**src/rtl/bypass_tracker.sv**
```systemverilog
// Decodes the F/D instruction into a bypass word and carries it down D/X, X/M and M/W; raises the load-use stall.
// Latency: DXB one cycle after capture, XMB two, MWB three; hold freezes all words, stall/flush insert a bubble in D/X.
module bypass_tracker #(
    parameter int WORD_W      = 32,
    parameter bit LOAD_USE_EN = 1'b1
) (
    input  logic              clock,
    input  logic              reset,
    input  logic [WORD_W-1:0] fd_insn,
    input  logic              fd_valid,
    input  logic              flush,
    input  logic              hold,
    output logic [WORD_W-1:0] DXB,
    output logic [WORD_W-1:0] XMB,
    output logic [WORD_W-1:0] MWB,
    output logic              stall
);

    localparam logic [4:0] OP_RTYPE = 5'b00000;
    localparam logic [4:0] OP_BNE   = 5'b00010;
    localparam logic [4:0] OP_JAL   = 5'b00011;
    localparam logic [4:0] OP_JR    = 5'b00100;
    localparam logic [4:0] OP_ADDI  = 5'b00101;
    localparam logic [4:0] OP_BLT   = 5'b00110;
    localparam logic [4:0] OP_SW    = 5'b00111;
    localparam logic [4:0] OP_LW    = 5'b01000;
    localparam logic [4:0] OP_SETX  = 5'b10101;
    localparam logic [4:0] OP_BEX   = 5'b10110;

    logic [4:0]        opcode, rd, rs, rt, alu_op;
    logic [4:0]        rd_a, rd_b, wr;
    logic              is_lw, is_sw, wr30;
    logic [WORD_W-1:0] w;
    logic [4:0]        dx_wr;
    logic              unused_fields;

    assign opcode        = fd_insn[31:27];
    assign rd            = fd_insn[26:22];
    assign rs            = fd_insn[21:17];
    assign rt            = fd_insn[16:12];
    assign alu_op        = fd_insn[6:2];
    assign unused_fields = ^{fd_insn[11:7], fd_insn[1:0]};

    always_comb begin
        rd_a  = 5'd0;
        rd_b  = 5'd0;
        wr    = 5'd0;
        is_lw = 1'b0;
        is_sw = 1'b0;
        wr30  = 1'b0;
        if (fd_valid) begin
            case (opcode)
                OP_RTYPE: begin
                    rd_a = rs;
                    rd_b = rt;
                    wr   = rd;
                    wr30 = (alu_op == 5'b00000) || (alu_op == 5'b00001);
                end
                OP_ADDI: begin
                    rd_a = rs;
                    wr   = rd;
                    wr30 = 1'b1;
                end
                OP_LW: begin
                    rd_a  = rs;
                    wr    = rd;
                    is_lw = 1'b1;
                end
                OP_SW: begin
                    rd_a  = rs;
                    rd_b  = rd;
                    is_sw = 1'b1;
                end
                OP_BNE, OP_BLT: begin
                    rd_a = rd;
                    rd_b = rs;
                end
                OP_JR:   rd_a = rd;
                OP_JAL:  wr   = 5'd31;
                OP_SETX: wr   = 5'd30;
                OP_BEX:  rd_a = 5'd30;
                default: ;
            endcase
        end
    end

    assign w     = {wr30, is_sw, is_lw, 14'd0, wr, rd_b, rd_a};
    assign dx_wr = DXB[14:10];

    // sw data operand is served by the DMEM-data bypass, so only its address operand interlocks
    assign stall = LOAD_USE_EN && fd_valid && DXB[29] && (dx_wr != 5'd0)
                   && ((w[4:0] == dx_wr) || ((w[9:5] == dx_wr) && !w[30]))
                   && !flush && !hold;

    always_ff @(posedge clock) begin
        if (reset) begin
            DXB <= '0;
            XMB <= '0;
            MWB <= '0;
        end else if (!hold) begin
            DXB <= (flush || stall) ? '0 : w;
            XMB <= DXB;
            MWB <= XMB;
        end
    end

endmodule

```
**config.mk**
```make
export PLATFORM = sky130hd
export DESIGN_NAME = bypass_tracker
export DESIGN_NICKNAME = d
export VERILOG_FILES = /design/src/rtl/bypass_tracker.sv
export SDC_FILE = /design/constraint.sdc
export NUM_CORES = 1
export LEC_CHECK = 0
export CORE_ASPECT_RATIO = 2
export CORE_UTILIZATION = 45
export CTS_BUF_LIST = sky130_fd_sc_hd__clkbuf_4 sky130_fd_sc_hd__clkbuf_8 sky130_fd_sc_hd__clkbuf_16
export CTS_CLUSTER_DIAMETER = 30
export CTS_CLUSTER_SIZE = 16
export DETAILED_ROUTE_END_ITERATION = 6
export PLACE_DENSITY = 0.87
export SYNTH_ARGS = -nofsm -noshare
export SYNTH_HDL_FRONTEND = slang
export SYNTH_SLANG_ARGS = --single-unit
export TNS_END_PERCENT = 100
```
**constraint.sdc**
```tcl
create_clock -name clock -period 6.94 [get_ports clock]
set_clock_uncertainty 0.15 [all_clocks]
set_input_delay 1.041 -clock clock [delete_from_list [all_inputs] [get_ports clock]]
set_output_delay 1.041 -clock clock [all_outputs]
set_load 0.05 [all_outputs]
```
# Word level (Yosys, flattened, before mapping)
# Index checks and enable logic that the tools add are counted.
[word_totals] out_inout_bits=97 register_bits=96
[op_classes] n_eq_ne=12 muxes=13 n_reduce_logical=19
[op_table] cell="$pmux W5 S3" n=3
[op_table] cell="$mux W32" n=1
[op_table] cell="$eq A5 B3 Y1 const B" n=4
[op_table] cell="$mux W5" n=3
[op_table] cell="$eq A5 B2 Y1 const B" n=2
[op_table] cell="$eq A5 B5 Y1" n=2
[op_table] cell="$eq A5 B5 Y1 const B" n=2
[op_table] cell="$logic_not A5 Y1" n=2
[op_table] cell="$logic_and A1 B1 Y1" n=6
[op_table] cell="$reduce_or A3 Y1" n=2
[op_table] cell="$eq A5 B1 Y1 const B" n=1
[op_table] cell="$eq A5 B4 Y1 const B" n=1
[op_table] cell="$mux W1" n=5
[op_table] cell="$reduce_bool A5 Y1" n=1
[op_table] cell="$reduce_or A4 Y1" n=1
[op_table] cell="$logic_not A1 Y1" n=3
[op_table] cell="$logic_or A1 B1 Y1" n=3
[op_table] cell="$pmux W1 S2" n=1
[op_table] cell="$reduce_or A2 Y1" n=1

# Longest topological paths before layout
[depth] depth_word=12 depth_mapped=10 depth_no_buf=7

# Worst setup path after synthesis
# OpenSTA, ideal clock, no wires.
[synth_path] kind="input-to-output" start="input fd_insn[28]" end="output stall" required_time_ns=5.749 arrival_time_ns=3.033 path_slack_ns=2.716 n_path_buf=2 path_stages=9 path_cell_list="buf_4 nor4_4 a32oi_1 and2_4 a2111oi_0 and4_1 a32oi_4 buf_6 inv_1"
[synth_between] elab_chain_cells=10 word_cells_on_any_way=25 cone_classes="9 x eq/ne; 6 x mux; 10 x reduce/logical"
[synth_rtl] element="start, declared" line="9" source="input logic [WORD_W-1:0] fd_insn,"
[synth_rtl] element="$eq A5 B2 Y1 or $eq A5 B3 Y1 (tied branches)" line="52" source="case (opcode)"
[synth_rtl] element="$reduce_or A2 Y1" line="52"
[synth_rtl] element="$pmux W5 S3" line="52"
[synth_rtl] element="$mux W5" line="51" source="if (fd_valid) begin"
[synth_rtl] element="$eq A5 B5 Y1" line="92" source="&& ((w[4:0] == dx_wr) || ((w[9:5] == dx_wr) && !w[30]))"
[synth_rtl] element="$logic_and A1 B1 Y1" line="92"
[synth_rtl] element="$logic_or A1 B1 Y1 (*)" line="92"
[synth_rtl] element="$logic_and A1 B1 Y1 (*)" line="92"
[synth_rtl] element="$logic_and A1 B1 Y1 (*) (2 in a row)" line="93" source="&& !flush && !hold;"
[synth_rtl] element="end, declared" line="16" source="output logic stall"
# Mark *: on every way between the ends. The rest lies on a longest branch, timed or not.

# Final worst setup path
[layout_path] start="input fd_insn[27]" end="output stall"
# Same word-level chain as after synthesis.

==> impl_results.md <==
- Peak VDD IR: roughly 0.12 mV
- Core area: 6670 um^2
- Setup slack, reg-to-reg: around 4500 ps
- Leading cell types by count after synthesis: 55 x nor2_1, 54 x dfxtp_1, 45 x buf_4, 38 x mux2i_1, 16 x a22o_1
- Die ar.: 7280 um^2
- Layout cells sized above 1: 0.0624
- DRT Pass-1 Iters: 4
- Syn-to-layout area delta: 26.9%
- Port bufs: a little over 80
- Worst path max stage delay: between 700 and 800 ps
- CTS resizes: 0
- Post-synth top area cell: dfxtp_1
- Clk buf depth: 2
- Slew at the pin closest to its max-slew limit: 1140 ps
- Post-Syn Area: roughly 3100 um^2
- Initial core utilization: 0.467
- Nets@finish: 453
- Ys async rst share: 0
- PD cells: 181 nW/um^2
- Pin count of the biggest net entering global routing: 41
- RSZ-0062 raised after global routing: false
- Leak: 1.54 nW
- CP max stage cell: clkdlybuf4s50_1
- Setup tns final: 0 ps
- Total grt overflow: 0
- Top cells by area, synth: dfxtp_1 35%, mux2i_1 12%, buf_4 11%
- Die H: 120 um
- Std-Cell Rows: 42
- Clock Latency Late Sink: around 290 ps
- Number of buffers created by CTS: 5
- Cell family with most CP delay: buffers and inverters
- Crit. End Element: primary output
- Setup repair bufs after CTS: 0
- Max Cap Viol: 0
- Die Span X: 60.8 um
- Final Slew Violations: 0
- Post-route minimum period: 5930 ps
- Run status: complete, no violations
- Post-Route WL: ~7.5 mm
- Vias per cell: approximately 5.3
- Hpwl dp: between 5 and 6 mm
- Register area share after synthesis: 0.347
- Initial antenna violation count: 0
- # diodes: 0
- Post-synth EDFFs: 0
- Most common cell on crit path: clkdlybuf4s50_1
- Critical path data required time: 5750 ps
- Synth top area share: 0.347
- Syn_area_per_cell: 8.93 um^2
- Worst hold path class: reg2reg
- Antenna Nets Post-Route: 0
- H-tree levels: 2
- CTS clk-pin slew, worst paths: 60 ps
- Synth warnings: 0
- Vias in the first global route: between 2,000 and 2,500
- Synth cell types: just under 60
- Clock sinks: 54
- Worst path cell trace: clkdlybuf4s50_1 > nor4_4 > a32oi_1 > and2_4 > a2111oi_0 > and4_1 > a32oi_4 > buf_4 > inv_1 > clkdlybuf4s50_1
- I/O pins: ~130
- WL/cell: 14.9 um
- GRT Util Overall: 0.209
- Final hold vios: 0
- First-pass GRT wire length: 11.5 mm
- Crit path buf inv count: 4
- Setup Viol. Count Final: 0
- Slew HR: 0.239
- Root buffer cell: clkbuf_16
- DRC viols: 0
- Crit share post-route: 0.854
- Gp weighted congestion: 0.941
- CP Max Fanout: 18
- CP Class: in2out
- Initial DRC count: approximately 110
- Achievable Freq: 169 MHz
- WHS: around 340 ps
- TritonCTS clock tree: built
- Type of origin of the critical path: input port
- Hold Buf Count CTS: 0
- CP arrival: about 4700 ps
- Dominant synthesized flop cell: dfxtp_1
- FF+latch count, synth: 54
- DR vias: 2,689
- Post-synthesis cell count: between 300 and 400
- Most common cell in the netlist: nor2_1
## layout by cell type (no fill, tap or decap), types with 2 or more instances in the layout
cell type / netlist / routed
clkdlybuf4s50_1: 0 / 82
nor2_1: 55 / 55
dfxtp_1: 54 / 54
conb_1: 1 / 42
mux2i_1: 38 / 38
a22o_1: 16 / 16
a21oi_1: 14 / 14
nor3_1: 10 / 10
nand2_1: 6 / 6
o21ai_0: 6 / 6
nand3_1: 6 / 6
inv_1: 5 / 5
a32o_1: 5 / 5
and2_1: 5 / 5
clkbuf_16: 0 / 5
and3_1: 4 / 4
nor2b_1: 4 / 4
a32oi_1: 3 / 3
or2_2: 2 / 2
and3b_1: 2 / 2
o21a_1: 2 / 2
a2bb2oi_1: 2 / 2
or4b_1: 2 / 2
xnor2_1: 2 / 2
o21ai_1: 2 / 2
o211ai_1: 2 / 2
and4b_1: 2 / 2
a2111oi_0: 2 / 2
o2111ai_1: 2 / 2
a221oi_1: 2 / 2
nor4b_1: 2 / 2
clkbuf_4: 0 / 2
buf_4: 45 / 2
## report_power, final
group	switching (W)	leakage (nW)	total [W]	internal (W)
clock network	0.000103	0.0850	0.000281	0.000178
registers	0.000000990	0.435	0.000311	0.000310
logic	0.0000913	1.02	0.000123	0.0000319
## worst reg2reg max path: cells and delay by family, from the launching register on
family / cells / cell delay [ps]
buffers and inverters: 1 / 210
and+or+nand+nor: 2 / 440
DFF: 1 / 530
AOI/OAI and AO/OA: 5 / 1020
## cell families (layout without fill, tap and decap cells)
group           after synthesis  in the layout  share of synthesized area
simple gates                116            116                      0.206
flops                        54             54                      0.347
other cells                   1             42                    0.00120
mux                          38             38                      0.122
xor+xnor                      2              2                    0.00562
buf+inv                      71             98                      0.147
compound gates               67             67                      0.171
## cell type report
class	count	area (um^2)
fill	622	2720
multi-input combinational	265	1730
sequential	54	1080
timing repair buffer	85	841
clock buffer	7	140
tap	88	110
clock inverter	1	30.0
inverter	5	18.8
## sequential cells by signal (all words and copies together) (netlist names)
register	cells
DXB	18
XMB	18
MWB	18
## final timing paths
| kind | cells after the start | startpoint | endpoint |
|---|---|---|---|
| worst max-delay path | 10 | fd_insn[27] | stall |
| worst min-delay path | 2 | MWB[8] | MWB[8] |
| worst min register to register | 2 | MWB[8] | MWB[8] |
| worst max register to register | 8 | DXB[10] | DXB[8] |
## stage by stage
stage          setup WS, ps  std cells  utilization  cell area, um^2  power [W]
2_1_floorplan          2720        390            -             3270   0.000432
3_3_place_gp           1050        497        0.567             3780   0.000440
3_5_place_dp           1030        497        0.567             3780   0.000440
4_1_cts                1010        505        0.592             3950   0.000719
5_1_grt                 794        505        0.592             3950   0.000737
6_report               1010        505        0.592             3950   0.000716
## layer usage
metal / up-vias / GRT usage / routed length (um) / part of all wire
li1: 1296 / - / - / -
met1: 1243 / 0.215 / 2800 / 0.37
met2: 129 / 0.374 / 4070 / 0.54
met3: 21 / 0.0313 / 379 / 0.050
met4: 0 / 0.126 / 291 / 0.039
met5: - / 0 / 0 / 0
No activity file was read; power rests on OpenSTA's default activity.
